**src/rtl/uart_mmio_fifo.sv**
```systemverilog
// Memory-mapped UART port: RX and TX byte FIFOs behind STATUS/RXDATA/TXDATA/STATS word registers.
// Optional build macro UART_FIFO_STATS_EN adds the occupancy register at 0xC and a sticky rx_stall flag.
module uart_mmio_fifo #(
    parameter int DEPTH = 8
) (
    input  logic        clk,
    input  logic        rst,
    input  logic [3:0]  addr,
    input  logic        rd_en,
    input  logic        wr_en,
    input  logic [7:0]  wdata,
    output logic [31:0] rdata,
    input  logic [7:0]  uart_rx_data,
    input  logic        uart_rx_valid,
    output logic        uart_rx_ready,
    output logic [7:0]  uart_tx_data,
    output logic        uart_tx_valid,
    input  logic        uart_tx_ready
);
    localparam int AW = $clog2(DEPTH);
    localparam logic [AW:0] FULL_COUNT = (AW + 1)'(DEPTH);

    logic [7:0]  rxMem [DEPTH];
    logic [AW-1:0] rxWrPtr, rxRdPtr;
    logic [AW:0] rxCount;
    logic [7:0]  txMem [DEPTH];
    logic [AW-1:0] txWrPtr, txRdPtr;
    logic [AW:0] txCount;
    logic        txDrop;
    logic        stallBit;

    logic rxFull, rxNonEmpty, txFull, txNonEmpty;
    logic rxPush, rxPop, txPush, txPop, txWrite, statusRead;
    logic [7:0] rxHead;

    assign rxFull     = (rxCount == FULL_COUNT);
    assign rxNonEmpty = (rxCount != '0);
    assign txFull     = (txCount == FULL_COUNT);
    assign txNonEmpty = (txCount != '0);

    // Valid/ready: a byte moves on an edge where both sides are high; ready depends only on registered counts.
    assign uart_rx_ready = !rxFull;
    assign uart_tx_valid = txNonEmpty;
    assign uart_tx_data  = txNonEmpty ? txMem[txRdPtr] : 8'h00;

    assign statusRead = rd_en && (addr == 4'h0);
    assign txWrite    = wr_en && (addr == 4'h8);
    assign rxPush     = uart_rx_valid && !rxFull;
    assign rxPop      = rd_en && (addr == 4'h4) && rxNonEmpty;
    assign txPush     = txWrite && !txFull;
    assign txPop      = uart_tx_valid && uart_tx_ready;
    assign rxHead     = rxNonEmpty ? rxMem[rxRdPtr] : 8'h00;

    always_ff @(posedge clk) begin
        if (rxPush) rxMem[rxWrPtr] <= uart_rx_data;
        if (txPush) txMem[txWrPtr] <= wdata;
    end

    always_ff @(posedge clk or negedge rst) begin
        if (!rst) begin
            rxWrPtr <= '0;
            rxRdPtr <= '0;
            rxCount <= '0;
            txWrPtr <= '0;
            txRdPtr <= '0;
            txCount <= '0;
        end else begin
            if (rxPush) rxWrPtr <= rxWrPtr + 1'b1;
            if (rxPop)  rxRdPtr <= rxRdPtr + 1'b1;
            if (txPush) txWrPtr <= txWrPtr + 1'b1;
            if (txPop)  txRdPtr <= txRdPtr + 1'b1;
            case ({rxPush, rxPop})
                2'b10:   rxCount <= rxCount + 1'b1;
                2'b01:   rxCount <= rxCount - 1'b1;
                default: rxCount <= rxCount;
            endcase
            case ({txPush, txPop})
                2'b10:   txCount <= txCount + 1'b1;
                2'b01:   txCount <= txCount - 1'b1;
                default: txCount <= txCount;
            endcase
        end
    end

    // A drop on the same edge as a STATUS read stays set, so the event is never lost.
    always_ff @(posedge clk or negedge rst) begin
        if (!rst) begin
            txDrop <= 1'b0;
        end else if (txWrite && txFull) begin
            txDrop <= 1'b1;
        end else if (statusRead) begin
            txDrop <= 1'b0;
        end
    end

`ifdef UART_FIFO_STATS_EN
    logic rxStall;
    logic [31:0] statsWord;

    always_ff @(posedge clk or negedge rst) begin
        if (!rst) begin
            rxStall <= 1'b0;
        end else if (uart_rx_valid && rxFull) begin
            rxStall <= 1'b1;
        end else if (statusRead) begin
            rxStall <= 1'b0;
        end
    end

    assign stallBit  = rxStall;
    assign statsWord = {16'h0000, 8'(txCount), 8'(rxCount)};
`else
    assign stallBit = 1'b0;
`endif

    always_ff @(posedge clk or negedge rst) begin
        if (!rst) begin
            rdata <= '0;
        end else if (rd_en) begin
            case (addr)
                4'h0:    rdata <= {28'h0, stallBit, txDrop, rxNonEmpty, !txFull};
                4'h4:    rdata <= {24'h0, rxHead};
`ifdef UART_FIFO_STATS_EN
                4'hC:    rdata <= statsWord;
`endif
                default: rdata <= '0;
            endcase
        end
    end
endmodule

```
**config.mk**
```make
export PLATFORM = sky130hd
export DESIGN_NAME = uart_mmio_fifo
export DESIGN_NICKNAME = d
export VERILOG_FILES = /design/src/rtl/uart_mmio_fifo.sv
export SDC_FILE = /design/constraint.sdc
export NUM_CORES = 1
export LEC_CHECK = 0
export BUFFER_PORTS_ARGS = -buffer_cell sky130_fd_sc_hd__buf_2
export CAP_MARGIN = 15
export CORE_ASPECT_RATIO = 0.6
export CORE_MARGIN = 1.5
export CORE_UTILIZATION = 58
export CTS_BUF_LIST = sky130_fd_sc_hd__clkbuf_4 sky130_fd_sc_hd__clkbuf_8 sky130_fd_sc_hd__clkbuf_16
export DETAILED_ROUTE_END_ITERATION = 8
export GPL_TIMING_DRIVEN = 0
export PLACE_DENSITY_LB_ADDON = 0.15
export SKIP_LAST_GASP = 1
export SLEW_MARGIN = 20
export SYNTH_ARGS = -nofsm -noshare
export SYNTH_HDL_FRONTEND = slang
export SYNTH_SLANG_ARGS = --single-unit
```
**constraint.sdc**
```tcl
create_clock -name clk -period 2.8 [get_ports clk]
set_input_delay 0 -clock clk [delete_from_list [all_inputs] [get_ports clk]]
set_output_delay 0 -clock clk [all_outputs]
set_load 0.005 [all_outputs]
```
### Yosys cells after proc, flatten, opt, wreduce, memory -nomap -nowiden

Memory sizes are Yosys's and may differ from the RTL's.
Index checks and enable logic that the tools add are counted.

* input bits: 26
* bits in writable memories: 128
* memories kept: 2
* logic and storage cells: 53
* output and inout port bits: 42
* bits in registers: 53

Memory list
* rxMem: words 8, width 8, read ports 1, clocked after Yosys merged registers in 0, write ports 1, RTL line 23 `logic [7:0] rxMem [DEPTH];`
* txMem: words 8, width 8, read ports 1, clocked after Yosys merged registers in 0, write ports 1, RTL line 26 `logic [7:0] txMem [DEPTH];`

* reduce and logical (&&, ||, !) cells: 16
* add/sub/neg operators: 8
* mux-type cells: 11
* eq/ne operators: 8

Operators by type and width (count)
* 8-bit 2-to-1 mux: 2
* 4-bit one-hot mux with 2 select lines: 2
* 8-bit one-hot mux with 2 select lines: 1
* 3-bit by 1-bit adder with 3-bit output, second input constant: 4
* 4-bit == test, second input constant: 3
* 4-bit by 1-bit adder with 4-bit output, second input constant: 2
* 1-bit logical AND: 8
* 4-bit nonzero test: 2
* 4-bit by 1-bit subtractor with 4-bit output, second input constant: 2
* 1-bit 2-to-1 mux: 6
* 2-bit nonzero test: 3
* 2-bit by 1-bit == test with 1-bit output, second input constant: 2
* 2-bit == test, second input constant: 2
* 4-bit by 3-bit == test with 1-bit output, second input constant: 1
* 4-bit logical NOT: 1
* 1-bit logical NOT: 2

### Longest topological paths before layout

Gate-level depths: netlist (run 1).

* depth after elaboration: 5
* gate-level depth with buffers: 12
* mapped depth without buffers: 11

### Worst setup path after synthesis (run 1)

Ideal clock, no wire load.

* path kind: reg-to-reg
* from: reg txCount[1]
* to: reg txCount[2]
* path slack: 367 ps
* clock period less this slack: 2433 ps
* data required time: 2671 ps
* path buffers: 2
* data arrival time: 2304 ps
* stages on the path, launching flop included: 13
* path through: dfrtp_1 buf_6 nor4_4 inv_2 and2_4 buf_6 ha_1 xor2_1 ha_1 a21oi_1 xor2_1 nor2_1 xor2_1

* elaborated cells between the ends (all ways): 11
* those cells by class: add/sub: 2; eq/ne: 3; mux: 1; reduce/logical: 5

RTL lines
* from (decl): RTL line 28 `logic [AW:0] txCount;`
* from (signal assigned): RTL line 78 `2'b10: txCount <= txCount + 1'b1;`
* from (signal assigned): RTL line 79 `2'b01: txCount <= txCount - 1'b1;`
* from (signal assigned): RTL line 80 `default: txCount <= txCount;`
* 4-bit nonzero test *: RTL line 39 `assign txNonEmpty = (txCount != '0);`
* net uart_tx_valid: RTL line 17 `output logic uart_tx_valid,`
* 1-bit logical AND *: RTL line 51 `assign txPop = uart_tx_valid && uart_tx_ready;`
* net txPop: RTL line 33 `logic rxPush, rxPop, txPush, txPop, txWrite, statusRead;`
* 2-bit by 1-bit == test with 1-bit output or 2-bit == test (tied branches): RTL line 77 `case ({txPush, txPop})`
* 4-bit one-hot mux with 2 select lines or 2-bit nonzero test (tied branches)

Mark *: on every way through the listed nets, which the timed path passes. The rest lies on a longest branch.
A chain may end at the register's enable or synchronous reset.

### Final worst setup path (run 1)

* from: reg rxCount[1]
* to: reg rxCount[2]

* word-level cells in the longest chain between the ends: 5
* elaborated cells between the ends (all ways): 11
* those cells by class: add/sub: 2; eq/ne: 3; mux: 1; reduce/logical: 5

Ends and longest elaborated chain
* from (decl): RTL line 25 `logic [AW:0] rxCount;`
* from (signal assigned): RTL line 73 `2'b10: rxCount <= rxCount + 1'b1;`
* from (signal assigned): RTL line 74 `2'b01: rxCount <= rxCount - 1'b1;`
* from (signal assigned): RTL line 75 `default: rxCount <= rxCount;`
* 4-bit == test: RTL line 36 `assign rxFull = (rxCount == FULL_COUNT);`
* 1-bit logical NOT: RTL line 48 `assign rxPush = uart_rx_valid && !rxFull;`
* 1-bit logical AND: RTL line 48
* 2-bit by 1-bit == test with 1-bit output or 2-bit == test (tied branches): RTL line 72 `case ({rxPush, rxPop})`
* 4-bit one-hot mux with 2 select lines or 2-bit nonzero test (tied branches)

Parallel ways exist; a longest one is shown, timed or not.

==> results of run 1 <==
-- cell families after synthesis --
kind of cell	Yosys count
AOI/OAI and AO/OA	15
buffers and inverters	43
and+or+nand+nor	70
adders and majority gates	10
muxes	53
DFF	157
xor gates and xnor gates	17
other	1
-- layer usage --
| layer | global-route usage, % | share of wire [%] | routed length [um] |
|---|---|---|---|
| met5 | 0 | 0 | 0 |
| met4 | 6.60 | 1.1 | 136 |
| met3 | 6.49 | 8.0 | 1000 |
| met2 | 32.3 | 46 | 5720 |
| met1 | 35.0 | 45 | 5700 |
-- repair_timing --
| item | in CTS | in global routing |
|---|---|---|
| hold buffers | 21 | 0 |
| cloned | 0 | 0 |
| setup endpoints to repair | 2 | 3 |
| pin swaps | 0 | 1 |
| gates resized for setup | 1 | 1 |
| endpoints found under the hold margin | 162 | 0 |
| buffers inserted | 0 | 2 |
-- flip-flops by register name (all words and copies together) (netlist names), 4 cells and up --
name,count
txMem,64
rxCount,4
txCount,4
rdata,8
rxMem,64
-- final cells by class --
type                    instances  share of cell area [%]
flip-flops and latches        157                    57.7
multi-input cells             189                    23.3
repair buffers                 70                    5.95
clock buffers                  18                    5.47
plain buffers                  37                    3.18
well taps                     139                    2.20
clock inverters                14                    1.82
inverters                       6                   0.285
diodes                          1                  0.0316
-- cell usage in the layout, fill, tap and decap left out, drive strengths merged, types with 3 or more instances in the layout --
master       instances
a21oi                3
buf                 82
clkbuf              22
clkinv               6
clkinvlp             4
conb                24
dfrtp               29
dlygate4sd3         21
edfxtp             128
ha                  10
inv                  8
mux2                 5
mux2i               16
mux4                32
nand2               16
nand2b               5
nand3                3
nor2                21
nor3                 8
nor4                 4
o2bb2ai              5
or4b                 3
xnor2                8
xor2                 9
-- stage by stage --
| step | instances | utilization, % | setup slack [ns] |
|---|---|---|---|
| final | 631 | 73.4 | 0.188 |
| after global routing | 631 | 73.4 | 0.0197 |
| after CTS | 628 | 73.2 | 0.0435 |
| after detailed placement | 575 | 65.8 | -0.0338 |
| after global placement | 571 | 65.2 | -0.302 |
| after floorplan | 389 | - | 0.367 |
-- final timing paths --
check,slack (ns),startpoint,endpoint
hold / removal,0.05,rd_en,rdata[6]
max in group asynchronous,2.17,rst,txCount[1]
setup reg to reg,0.19,rxCount[1],rxCount[2]
min in group asynchronous,0.16,rst,rxWrPtr[0]
setup / recovery,0.19,rxCount[1],rxCount[2]
hold reg to reg,0.49,rdata[6],rdata[6]
-- power breakdown --
group / internal [W] / total, W / switching, W / leakage, nW
clock: 0.00132 / 0.00224 / 0.000918 / 0.274
sequential: 0.00283 / 0.00305 / 0.000221 / 1.52
combinational: 0.000978 / 0.00196 / 0.000978 / 1.17
-- worst max-delay path, cell delays in order, from the launching register on --
cell	delay, ns
dfrtp_1	0.35
clkbuf_1	0.18
or4b_1	0.60
nand2_1	0.22
ha_1	0.31
xor2_1	0.10
ha_1	0.18
a21oi_1	0.15
xor2_1	0.18
nor2_1	0.07
xor2_1	0.14
==> run_results.csv, run 1 <==
group,metric,value,unit
synthesis,synth_warnings,0,
worst_setup_path,ff2ff_path_depth,10,
synthesis,synth_most_common_cell,"edfxtp_1",
worst_setup_path,cp-end-kind,"register",
layout,multi_input_area,1850,um^2
synthesis,synthXorXnorAreaFrac,2.27,%
grt,grt_pass1_wl,19300,um
floorplan,initial_core_util,60.8,%
synthesis,synthArstFlopShare,18.5,%
floorplan,core-area,10800,um^2
grt,grt_use_total,22.8,%
synthesis,synthAdderAreaFrac,1.91,%
synthesis,synth_top_family_by_area,"multiplexers",
timing,skew,0.0101,ns
clock_network,clock_latency,0.42,ns
clock_network,clock-sinks,157,
grt,overflow,0,
worst_setup_path,setup.worst_path.start_class,"register",
clock_network,cts_tree,"built",
place,port_buffers,43,
timing,finalMaxSlewViolations,0,
synthesis,yosysUniqueCellTypes,40,
worst_setup_path,cp_max_fo,8,
drt,via_count,3494,
synthesis,synth_top_flop_cell,"edfxtp_1",
synthesis,synth_top_area_share,58.6,%
clock_network,cts_buffer_depth,2,
grt,antenna_found_initial,1,
power,p_leak,2.97,nW
layout,finalNetCount,514,
layout,drive_above_1_share,34.0,%
synthesis,synth-edff-count,128,
power,p_per_area,916,nW/um^2
timing,finalHoldViolCount,0,
drt,route.detailed.drc,0,
worst_setup_path,worstPathRequired,3.10,ns
worst_setup_path,critPathKind,"register to register",
power,power,0.00725,W
synthesis,yosys.area_share.simple,5.78,%
synthesis,synth_seq_cells,157,
timing,setup_violations,0,
place,postPlaceCellArea,7100,um^2
drt,avgRoutedWirePerCell,19.9,um
timing,period_minus_slack,2.61,ns
timing,slew_headroom,31.2,%
layout,synthToLayoutAreaGrowth,20.7,%
clock_network,cts_buffers,17,
drt,routed_via_density,5.54,
layout,finalInstanceArea,7910,um^2
floorplan,placementRows,29,
synthesis,synth.mux.area_fraction,14.4,%
timing,timing.fmax,383,MHz
worst_hold_path,holdPathStages,3,
floorplan,pin_count,68,
synthesis,avgSynthCellArea,17.9,um^2
synthesis,seq_area_frac_synth,69.7,%
worst_setup_path,arrival,2.91,ns
clock_network,clk_pin_slew_worst_paths,0.06,ns
synthesis,synth_compound_area_share,1.72,%
timing,rsz0062_at_grt,"no",
floorplan,dieArea,12000,um^2
timing,fin_crit_sh,93.3,%
grt,grt_max_degree,30,
worst_hold_path,hold_class,"primary input to register",
clock_network,cts-root-buf,"clkbuf_16",
drt,drtAntennaViolNets,0,
layout,fillers,646,
drt,drt-pass1-iter-count,4,
synthesis,synth_common_cells,"128 x edfxtp_1, 32 x mux4_2, 29 x dfrtp_1",
synthesis,synth.area.top_cells,"edfxtp_1 59%, dfrtp_1 11%, mux4_2 11%",
synthesis,netlist_instances,366,
run_status,outcome,"finished clean",
place,post-dp-hpwl,8450,um
clock_network,cts_max_level,4,
timing,whs,0.0452,ns
power,ir_drop,0.000633,V
timing,worstMarginPinSlew,1.03,ns
floorplan,die_h,85.3,um
synthesis,syn-cell-area,6550,um^2
flow_run,max-cap-violations,0,
timing,fin_tns_setup,0,ns
floorplan,die_width,140,um
place,place.gp.congestion,0.796,
synthesis,synth_top_area_cell,"edfxtp_1",
layout,regArea,4570,um^2
drt,drt_iter0_drc,356,
grt,grt_pass1_vias,3437,
drt,wl,12600,um
Power figures use the tool's default switching activity.
==> run 2: changes to the inputs <==
Settings changed: PLACE_DENSITY from default to 0.79, PLACE_DENSITY_LB_ADDON 0.15 to default, SKIP_CTS_REPAIR_TIMING from default to 1.
==> run 2 against run 1 <==
Compared with the run above: clock skew shrank 0.0019 ns; fmax shrank 1.9%; sequential power is essentially flat; critical path type is now register to primary output; cell count shrank 0.32%; critical endpoint is now uart_tx_data[3]; largest cell class unchanged; via count grew 5.1%; design area grew 0.90%; global-route usage grew 1.3 points.
==> run_results.csv, run 2 (same netlist as run 1, synthesis figures left out) <==
group,metric,value,unit
clock_network,clock-sinks,157,
worst_setup_path,worstPathRequired,2.80,ns
place,place.gp.congestion,0.766,
worst_setup_path,path_cells,"clkbuf_1 -> clkbuf_1 -> mux4_2 -> mux2i_1 -> nor2_1 -> buf_2",
worst_setup_path,arrival,2.66,ns
worst_setup_path,r2r_start,"rxCount[1]",
drt,drtAntennaViolNets,0,
worst_setup_path,critical-path-top-delay-family,"buffers and inverters",
worst_setup_path,r2r_setup_slack,0.17,ns
layout,antenna_cells,0,
timing,slew_headroom,31.1,%
power,p_per_area,951,nW/um^2
timing,finalMaxSlewViolations,0,
drt,drt-met1-wl,5770,um
drt,avgRoutedWirePerCell,21.8,um
worst_setup_path,max_stage_delay,0.56,ns
place,port_buffers,43,
power,p_leak,3.00,nW
clock_network,cts_buffers,17,
worst_setup_path,cp.depth,6,
floorplan,die_width,140,um
place,post-dp-hpwl,8530,um
drt,via_count,3671,
power,p_int,0.00540,W
drt,drt-pass1-iter-count,5,
flow_run,max-cap-violations,0,
timing,timing.fmax,376,MHz
power,p_clk_share,32.8,%
run_status,outcome,"finished clean",
worst_hold_path,hold_class,"primary input to register",
worst_setup_path,crit_buf_inv,3,
place,placed_cells,573,
timing,fin_crit_sh,95.1,%
drt,routed_via_density,5.84,
worst_setup_path,cp-startpoint,"txRdPtr[1]",
worst_setup_path,r2r_end,"rxCount[2]",
worst_hold_path,min_from,"addr[2]",
worst_setup_path,cp_common_cell,"clkbuf_1",
timing,period_minus_slack,2.66,ns
layout,finalInstanceArea,7980,um^2
grt,grt_max_degree,30,
layout,drive_above_1_share,34.1,%
clock_network,clk_pin_slew_worst_paths,0.06,ns
grt,antenna_found_initial,0,
drt,wl,13700,um
layout,fin_cells,629,
layout,synthToLayoutAreaGrowth,21.8,%
clock_network,clock_latency,0.42,ns
power,swShare,28.9,%
grt,grt_pass1_wl,20300,um
timing,finalHoldViolCount,0,
worst_setup_path,critPathKind,"register to primary output",
timing,worstMarginPinSlew,1.03,ns
grt,overflow,0,
drt,routed-wl-met3,1230,um
layout,mostFrequentLayoutCell,"edfxtp_1",
worst_setup_path,endpoint,"uart_tx_data[3]",
worst_setup_path,cp_slowest_cell,"clkbuf_1",
grt,grt_pass1_vias,3623,
power,power,0.00759,W
worst_setup_path,ff2ff_path_depth,10,
clock_network,cts_tree,"built",
drt,met2_length,6500,um
floorplan,die_h,85.3,um
layout,final_cell_mix,"128 x edfxtp_1, 49 x buf_2, 32 x mux4_2",
grt,grt_use_total,24.1,%
worst_setup_path,setup.worst_path.start_class,"register",
floorplan,core-area,10800,um^2
power,switching_power,0.00219,W
timing,whs,0.00963,ns
place,postPlaceCellArea,7080,um^2
drt,drt_iter0_drc,562,
floorplan,dieArea,12000,um^2
drt,route.detailed.drc,0,
timing,setup_violations,0,
clock_network,cts-root-buf,"clkbuf_16",
layout,fillers,621,
power,p_seq_share,40.5,%
worst_setup_path,cp-end-kind,"primary output",
floorplan,initial_core_util,60.8,%
floorplan,placementRows,29,
drt,top_layer,"met4",
layout,top_regs,"rxMem: 64 flops, txMem: 64 flops, rdata: 8 flops",
worst_setup_path,cp_max_fo,10,
power,comb_power_share,26.7,%
floorplan,pin_count,68,
clock_network,cts_buffer_depth,2,
power,ir_drop,0.000636,V
timing,rsz0062_at_grt,"no",
clock_network,cts_max_level,4,
timing,skew,0.00816,ns
layout,finalNetCount,513,
==> run 2: cell types whose count changed in the layout (fill, tap and decap cells not counted), sizes merged <==
cell / change
diode: -1
bufinv: +3
inv: -1
clkbuf: -1
buf: -1
clkinv: -1
==> run 2: area by class of cell <==
class	count	area (um^2)	area share (%)
inverter	6	22.5	0.282
buffer	37	251	3.15
tap	139	174	2.18
multi-input combinational	189	1860	23.3
sequential	157	4570	57.2
clock inverter	15	220	2.76
clock buffer	17	425	5.33
timing repair buffer	69	463	5.80
==> run 2: worst min-delay path by stage <==
stage,slack (ns),cells past startpoint,to
after global routing,-0.0005,3,txDrop
after floorplan,-0.30,0,rdata[0]
final,0.01,3,txDrop
after detailed placement,0.10,1,rdata[5]
after CTS,-0.35,1,rdata[1]
after global placement,0.09,1,rdata[5]
==> run 2: power groups by stage <==
stage	combinational (W)	sequential [W]	clock, W
6_report	0.00202	0.00308	0.00249
5_1_grt	0.00219	0.00311	0.00261
4_1_cts	0.00195	0.00306	0.00250
3_5_place_dp	0.00191	0.00310	0
3_3_place_gp	0.00184	0.00306	0
2_1_floorplan	0.00140	0.00302	0
==> run 2: worst min-delay path, delay by kind of cell <==
| kind | cells | cell delay [ns] |
|---|---|---|
| AOI/OAI and AO/OA | 1 | 0.12 |
| buffers and inverters | 1 | 0.11 |
| and+or+nand+nor | 1 | 0.16 |
==> run 2: through the flow <==
step / worst slack (ns) / TNS (ns) / utilization [%]
final: 0.137 / 0 / 74.1
after global routing: 0.00190 / 0 / 74.1
after CTS: -0.201 / -0.347 / 71.7
after detailed placement: -0.169 / -0.276 / 65.7
after global placement: -0.277 / -2.64 / 65.2
after floorplan: 0.367 / 0 / -
==> run 2: metal layers <==
layer	vias up	GRT usage (%)
met4	0	8.33
li1	1597	-
met5	-	0
met3	27	7.56
met1	1834	33.7
met2	213	36.4
